### src/rtl/spi_slave_ctrl.sv
// SPI slave front-end: MOSI frames -> {op,payload} word with 1-cycle rx_valid; read-data frames stream RAM tx_data out on MISO.
// rx_valid lands the cycle after the last word bit; no backpressure -- SS_n high aborts any frame and returns to IDLE.
module spi_slave_ctrl #(
  parameter int DATA_W = 8
) (
  input  logic              clk,
  input  logic              rst,
  input  logic              MOSI,
  input  logic              SS_n,
  output logic              MISO,
  output logic [DATA_W+1:0] rx_data,
  output logic              rx_valid,
  input  logic [DATA_W-1:0] tx_data,
  input  logic              tx_valid
);

  localparam int WORD_W = DATA_W + 2;
  localparam int CNT_W  = $clog2(WORD_W);
  localparam int TXC_W  = (DATA_W > 1) ? $clog2(DATA_W) : 1;

  typedef enum logic [2:0] {
    IDLE,
    CHK_CMD,
    WRITE,
    READ_ADD,
    READ_DATA
  } state_t;

  state_t state, state_nxt;

  logic [CNT_W-1:0]  bit_cnt;
  logic [WORD_W-1:0] shreg;
  logic              word_done;
  logic              rd_addr_seen;
  logic              tx_wait;
  logic              tx_shift;
  logic [DATA_W-1:0] tx_sh;
  logic [TXC_W-1:0]  tx_left;
  logic              shifting;
  logic              last_bit;

  assign shifting = (state == WRITE) || (state == READ_ADD) || (state == READ_DATA);
  assign last_bit = shifting && !word_done && (bit_cnt == CNT_W'(WORD_W - 1));

  always_ff @(posedge clk) begin
    if (rst) begin
      state <= IDLE;
    end else begin
      state <= state_nxt;
    end
  end

  always_comb begin
    state_nxt = state;
    if (SS_n) begin
      state_nxt = IDLE;
    end else begin
      case (state)
        IDLE:    state_nxt = CHK_CMD;
        CHK_CMD: begin
          if (!MOSI)             state_nxt = WRITE;
          else if (rd_addr_seen) state_nxt = READ_DATA;
          else                   state_nxt = READ_ADD;
        end
        default: state_nxt = state;
      endcase
    end
  end

  always_ff @(posedge clk) begin
    if (rst) begin
      MISO         <= 1'b0;
      rx_data      <= '0;
      rx_valid     <= 1'b0;
      bit_cnt      <= '0;
      shreg        <= '0;
      word_done    <= 1'b0;
      rd_addr_seen <= 1'b0;
      tx_wait      <= 1'b0;
      tx_shift     <= 1'b0;
      tx_sh        <= '0;
      tx_left      <= '0;
    end else begin
      rx_valid <= 1'b0;
      if (SS_n || !shifting) begin
        // Abort or between frames: drop partial word and any read-out in flight.
        bit_cnt   <= '0;
        shreg     <= '0;
        word_done <= 1'b0;
        tx_wait   <= 1'b0;
        tx_shift  <= 1'b0;
        tx_sh     <= '0;
        tx_left   <= '0;
        MISO      <= 1'b0;
      end else begin
        if (!word_done) begin
          shreg   <= {shreg[WORD_W-2:0], MOSI};
          bit_cnt <= bit_cnt + CNT_W'(1);
          if (last_bit) begin
            rx_data   <= {shreg[WORD_W-2:0], MOSI};
            rx_valid  <= 1'b1;
            word_done <= 1'b1;
            bit_cnt   <= '0;
            if (state == READ_ADD)  rd_addr_seen <= 1'b1;
            if (state == READ_DATA) tx_wait      <= 1'b1;
          end
        end

        // MISO is registered, so the MSB appears the cycle after tx_valid.
        if (tx_wait && tx_valid) begin
          tx_wait  <= 1'b0;
          tx_shift <= 1'b1;
          MISO     <= tx_data[DATA_W-1];
          tx_sh    <= tx_data << 1;
          tx_left  <= TXC_W'(DATA_W - 1);
        end else if (tx_shift) begin
          if (tx_left == '0) begin
            MISO         <= 1'b0;
            tx_shift     <= 1'b0;
            rd_addr_seen <= 1'b0;
          end else begin
            MISO    <= tx_sh[DATA_W-1];
            tx_sh   <= tx_sh << 1;
            tx_left <= tx_left - TXC_W'(1);
          end
        end
      end
    end
  end

endmodule

### config.mk
export PLATFORM = sky130hd
export DESIGN_NAME = spi_slave_ctrl
export DESIGN_NICKNAME = d
export VERILOG_FILES = /design/src/rtl/spi_slave_ctrl.sv
export SDC_FILE = /design/constraint.sdc
export NUM_CORES = 1
export LEC_CHECK = 0
export ABC_AREA = 1
export BUFFER_PORTS_ARGS = -buffer_cell sky130_fd_sc_hd__buf_2
export CORE_MARGIN = 10
export CORE_UTILIZATION = 34
export CTS_CLUSTER_SIZE = 40
export DETAILED_ROUTE_END_ITERATION = 6
export GPL_TIMING_DRIVEN = 0
export PLACE_DENSITY_LB_ADDON = 0.12
export SKIP_LAST_GASP = 1
export SLEW_MARGIN = 0
export SYNTH_ARGS = -nofsm -noshare
export SYNTH_HDL_FRONTEND = slang
export SYNTH_SLANG_ARGS = --single-unit
### constraint.sdc
create_clock -name clk -period 2.1 [get_ports clk]
set_input_delay 0.42 -clock clk [delete_from_list [all_inputs] [get_ports clk]]
set_output_delay 0.42 -clock clk [all_outputs]
set_load 0.01 [all_outputs]
==> results of run 1 <==
[power by group]
part / switching [mW] / internal, mW / total, mW
clock network: 0.271 / 0.507 / 0.778
registers: 0.00359 / 0.798 / 0.801
logic: 0.0249 / 0.0167 / 0.0416
total: 0.300 / 1.32 / 1.62
[metal layers]
layer | up-vias | global-route usage (%)
met5 | - | 0
met4 | 0 | 2.70
met3 | 2 | 2.72
met2 | 10 | 15.5
met1 | 674 | 11.0
li1 | 811 | -
[cells by family after synthesis]
logic type	count (synthesis)	share of synthesized area [%]
AND/OR/NAND/NOR	109	26.9
AO/OA/AOI/OAI	43	16.1
flip-flops	42	46.0
buffers and inverters	27	7.32
adder cells (fa/ha/maj)	4	2.74
XOR/XNOR	2	0.958
[layout make-up]
type                    instances  area, µm²  share of cell area (%)
plain buffers                  10       70.1                    3.22
clock buffers                   6       82.6                    3.79
clock inverters                 2       60.1                    2.76
inverters                      17       63.8                    2.93
multi-input cells             158        853                    39.2
flip-flops and latches         42        841                    38.6
well taps                      70       87.6                    4.02
repair buffers                 24        120                    5.51
[cell usage in the layout, fill, tap and decap left out, types with 4 or more instances in the layout]
cell type,count
o211a_1,6
nand4_1,12
nor2_2,4
nand3_1,12
dfxtp_1,42
buf_2,26
nand2_1,64
a21oi_1,21
nor2_1,9
nand2_2,4
clkbuf_8,6
ha_1,4
a21oi_2,9
inv_1,14
[worst max-delay path, cell delays in order, from the launching register on]
cell and delay, ns:
dfxtp_1 0.37, inv_1 0.07, ha_1 0.21, nand2_1 0.08, nand2_1 0.07, nand2_1 0.18
buf_4 0.21, nand3_1 0.08, o211a_1 0.11
[metrics by stage]
step	util, %	hold WS [ns]	worst slack, ns
floorplan	-	0.436	0.795
detailed placement	39.4	0.448	0.608
global route	42.1	0.405	0.442
finish	42.1	0.386	0.608
global placement	39.4	0.448	0.608
CTS	42.1	0.381	0.602
[worst max path at each step]
| stage | from | endpoint | slack (ns) | cells after the start |
|---|---|---|---|---|
| 6_report | tx_left[0] | tx_sh[4] | 0.61 | 8 |
| 5_1_grt | tx_left[0] | tx_sh[5] | 0.44 | 8 |
| 4_1_cts | tx_left[0] | tx_sh[5] | 0.60 | 8 |
| 3_5_place_dp | tx_left[0] | tx_sh[5] | 0.61 | 8 |
| 3_3_place_gp | tx_left[0] | tx_sh[7] | 0.61 | 8 |
| 2_1_floorplan | tx_left[0] | tx_sh[4] | 0.80 | 8 |
[registers in the layout (all words and copies together) (netlist names)]
| name | flops |
|---|---|
| word_done | 1 |
| tx_left | 3 |
| rd_addr_seen | 1 |
| tx_shift | 1 |
| shreg | 9 |
| tx_wait | 1 |
| MISO | 1 |
| rx_valid | 1 |
| state | 3 |
| tx_sh | 7 |
| bit_cnt | 4 |
| rx_data | 10 |
==> impl_results.md, run 1 <==
- Most common cell in the netlist: nand2_1
- Post-route setup TNS: 0 ns
- Mapped cell area: 0.00183 mm²
- Syn. warnings: 0
- Syn_area_per_cell: 8.05 µm²
- IR drop worst, VDD: 0.000320 V
- Clk_skew: 0.0115 ns
- Status: complete, no violations
- Post-CTS Setup Repair Bufs: 0
- HP Class: input port to register
- Fillers: 534
- Post-synth ARST share: 0%
- Hold EP: rd_addr_seen
- Placed Instances: 321
- Min-delay src: rst
- CORE AREA: 0.00517 mm²
- RePlAce Congestion: 0.743
- DRC viols: 0
- Leak pwr: 0.839 nW
- Area delta synth->final: 19.2%
- Final cell count without fillers: 329
- Sequential element share of the synthesized area: 46.0%
- Critical path arrival: 1.67 ns
- Post-Syn Nets: 244
- # rows: 26
- Die X: 93.3 µm
- Global Route Usage Sum: 9.22%
- Clock root cell: clkbuf_8
- Worst R2R End: tx_sh[4]
- Number of max-cap violations: 0
- Dominant cell type by area after synthesis: dfxtp_1
- Final-report hold violation count: 0
- Hold buffers post-CTS: 0
- Metal3 WL: 110 µm
- Share of cells above drive strength 1: 24.3%
- Relative slew slack: 69.9%
- EDFF count, synth: 0
- Power Total: 1.62 mW
- Remaining Overflow, GRT: 0
- Final setup fails: 0
- WL/cell: 11.4 µm
- Die height: 93.3 µm
- Dpl cell area: 0.00204 mm²
- DR top layer: met4
- RSZ-0062 raised after global routing: false
- CTS buffer count: 5
- Post-DP HPWL: 2860 µm
- FMAX: 0.670 GHz
- Resize count post-CTS: 0
- Hold depth: 4
- Startpoint types: register
- Wire length on met2: 1740 µm
- Crit Reg-Reg Startpoint: tx_left[0]
- Synth top area share: 46.0%
- Worst slew pin tran: 0.451 ns
- Ports: 25
- CTS H-tree depth: 2
- Finished layout cell area: 0.00218 mm²
- Detailed Route WL: 3760 µm
- Nets@finish: 275
- Critical path fanouts, max: 10
- Cells after Synth: 227
- Synth Flop Type: dfxtp_1
- Initial antenna violation count: 0
- Register-to-Register Path Depth: 8
- Pwr Density: 744 mW/mm²
- CP Capture Type: register
- Vias in the first global route: 1542
- Initial DRT Pass Iterations: 4
- Wl on met1: 1880 µm
- Most frequent cells after synthesis: nand2_1, dfxtp_1, a21oi_1
- Final Critical Period: 1.49 ns
- Synth area leaders: dfxtp_1, nand2_1, a21oi_1
- PortBufs: 24
- DRT iter0 DRCs: 41
- Clock tree buffer depth: 2
- Clk pin slew, worst setup/hold paths: 0.08 ns
- Die ar.: 0.00871 mm²
- Vias per Instance: 4.55
- Crit share post-route: 71.0%
- CP Class: register to register
- Ant diodes: 0
- Detail Route Antenna Nets: 0
- First-pass GRT wire length: 6790 µm
- Setup slack, reg-to-reg: 0.61 ns
- Clk_lat worst skew: 0.29 ns
- Unique masters post-synth: 28
- Yosys reg bits: 42
- Largest net degree at the start of global routing: 14
- Via count: 1497
- Clk sinks: 42
- Starting Density: 35.3%
- Critical path required time: 2.28 ns
- CTS tree: yes
- Max Slew Vio Count: 0
No activity file was read; power rests on OpenSTA's default activity.
==> run 2: changes to the inputs <==
- clock period: 2.1 -> 1.55 ns (I/O delays scaled with it)
==> run 2 against run 1 <==
Clock skew did not move. First-iteration DRC count rose by 4.9%. Combinational power rose by 35%. Highest routed layer unchanged. Utilization rose by 0.12 points. Via count fell by 0.20%.
==> impl_results.md, run 2 (synthesized netlist as in run 1, its figures left out) <==
- CORE AREA: 0.00517 mm² (unchanged)
- Die height: 93.3 µm (unchanged)
- Post-route setup TNS: 0 ns (unchanged)
- Fillers: 534 (unchanged)
- DRT iter0 DRCs: 43 (+4.9%)
- Number of max-cap violations: 0 (unchanged)
- WL/cell: 11.4 µm (-0.24%)
- Vias in the first global route: 1542 (unchanged)
- CTS tree: yes
- Critical Path Start: tx_left[0]
- Crit Reg-Reg Startpoint: tx_left[0]
- CTS H-tree depth: 2 (unchanged)
- RSZ-0062 raised after global routing: false
- Final setup fails: 0 (unchanged)
- Largest net degree at the start of global routing: 14 (unchanged)
- Dpl cell area: 0.00204 mm² (unchanged)
- Leak pwr: 0.839 nW (about the same)
- Via count: 1494 (-0.20%)
- Biggest regs: rx_data: 10 flops, shreg: 9 flops, tx_sh: 7 flops
- Worst R2R End: tx_sh[4]
- Largest Register: rx_data
- FMAX: 0.720 GHz (+7.4%)
- Critical path fanouts, max: 10 (unchanged)
- CP Capture Type: register
- Initial antenna violation count: 0 (unchanged)
- Die X: 93.3 µm (unchanged)
- Critical path required time: 1.73 ns (-0.55 ns)
- Die ar.: 0.00871 mm² (unchanged)
- Detail Route Antenna Nets: 0 (unchanged)
- RePlAce Congestion: 0.743 (unchanged)
- Clock tree buffer depth: 2 (unchanged)
- Max Slew Vio Count: 0 (unchanged)
- Resize count post-CTS: 0 (unchanged)
- Startpoint types: register
- # rows: 26 (unchanged)
- Worst slew pin tran: 0.451 ns (unchanged)
- Clock root cell: clkbuf_8
- Global Route Usage Sum: 9.22% (unchanged)
- CTS buffer count: 5 (unchanged)
- Relative slew slack: 69.9% (unchanged)
- Pwr Density: 1010 mW/mm² (+35%)
- Final-report hold violation count: 0 (unchanged)
- Detailed Route WL: 3750 µm (-0.24%)
- Ports: 25 (unchanged)
- Most common cell after layout, fill and taps aside: nand2_1
- Multi-input logic area: 856 µm² (+0.29%)
- Nets@finish: 275 (unchanged)
- PortBufs: 24 (unchanged)
- Remaining Overflow, GRT: 0 (unchanged)
- DRC viols: 0 (unchanged)
- Worst Setup EP: tx_sh[4]
- Status: complete, no violations
- Initial DRT Pass Iterations: 6 (+2)
- Max FFs per register: 10 (unchanged)
- CP Class: register to register
- First-pass GRT wire length: 6790 µm (unchanged)
- HP Class: input port to register
- Setup slack, reg-to-reg: 0.16 ns (-0.45 ns)
- Final Critical Period: 1.39 ns (-0.103 ns)
- Register-to-Register Path Depth: 8 (unchanged)
- Share of cells above drive strength 1: 24.7% (+0.39 points)
- IR drop worst, VDD: 0.000434 V (+35%)
- Post-DP HPWL: 2860 µm (unchanged)
- Hold buffers post-CTS: 0 (unchanged)
- Area delta synth->final: 19.5%
- Ant diodes: 0 (unchanged)
- Seq. cell area: 841 µm² (unchanged)
- Clk_lat worst skew: 0.29 ns (about the same)
- Starting Density: 35.3% (unchanged)
- Critical path arrival: 1.57 ns (-0.10 ns)
- Commonest cells after routing, fill and taps aside: nand2_1, dfxtp_1, buf_2
- Post-CTS Setup Repair Bufs: 0 (unchanged)
- Vias per Instance: 4.54 (-0.20%)
- Clk_skew: 0.0115 ns (unchanged)
- Crit share post-route: 89.6% (+19 points)
- Finished layout cell area: 0.00218 mm² (+0.29%)
- Clk sinks: 42 (unchanged)
- Clk pin slew, worst setup/hold paths: 0.08 ns (about the same)
run 2: changes by cell type in the layout (fill, tap and decap cells not counted):
cell     previous run  this run
buf_4               2         1
buf_6               3         4
nand2_1            64        63
nand2_2             4         5
run 2: layer usage:
| metal | routed length, µm | track usage, % |
|---|---|---|
| met1 | 1860 | 11.0 |
| met2 | 1750 | 15.5 |
| met3 | 110 | 2.72 |
| met4 | 27 | 2.70 |
| met5 | 0 | 0 |
run 2: cell type report:
| cell class | count | share of cell area (%) |
|---|---|---|
| Multi-Input combinational cell | 158 | 39.2 |
| Sequential cell | 42 | 38.5 |
| Clock buffer | 6 | 3.78 |
| Timing Repair Buffer | 24 | 5.50 |
| Tap cell | 70 | 4.01 |
| Clock inverter | 2 | 2.75 |
| Buffer | 10 | 3.38 |
| Inverter | 17 | 2.92 |
run 2: power breakdown:
part / switching (mW) / leakage, nW / internal [mW]
logic: 0.0337 / 0.429 / 0.0226
clock network: 0.367 / 0.0714 / 0.687
registers: 0.00486 / 0.338 / 1.08
run 2: how the worst min path moves through the flow:
stage | depth (start not counted) | end | startpoint | slack (ns)
finish | 4 | rd_addr_seen | rst | 0.28
global route | 3 | tx_sh[1] | tx_data[0] | 0.30
CTS | 4 | rd_addr_seen | rst | 0.27
detailed placement | 2 | shreg[8] | shreg[8] | 0.45
global placement | 1 | tx_left[0] | tx_left[0] | 0.45
floorplan | 1 | tx_left[0] | tx_left[0] | 0.44
run 2: worst max-delay path, cell delays in order (launching register included):
cell,delay (ns)
dfxtp_1,0.37
inv_1,0.07
ha_1,0.21
nand2_1,0.08
nand2_1,0.08
nand2_2,0.14
buf_6,0.16
nand3_1,0.07
o211a_1,0.10
run 2: per-stage QoR:
stage	std cells	util (%)	setup WS (ns)	hold slack (ns)	power, mW
3_5_place_dp	321	39.4	0.0583	0.448	1.17
4_1_cts	329	42.1	0.0517	0.271	2.23
3_3_place_gp	321	39.4	0.0577	0.448	1.17
5_1_grt	329	42.2	0.0140	0.295	2.27
2_1_floorplan	227	-	0.245	0.436	1.14
6_report	329	42.2	0.161	0.276	2.20
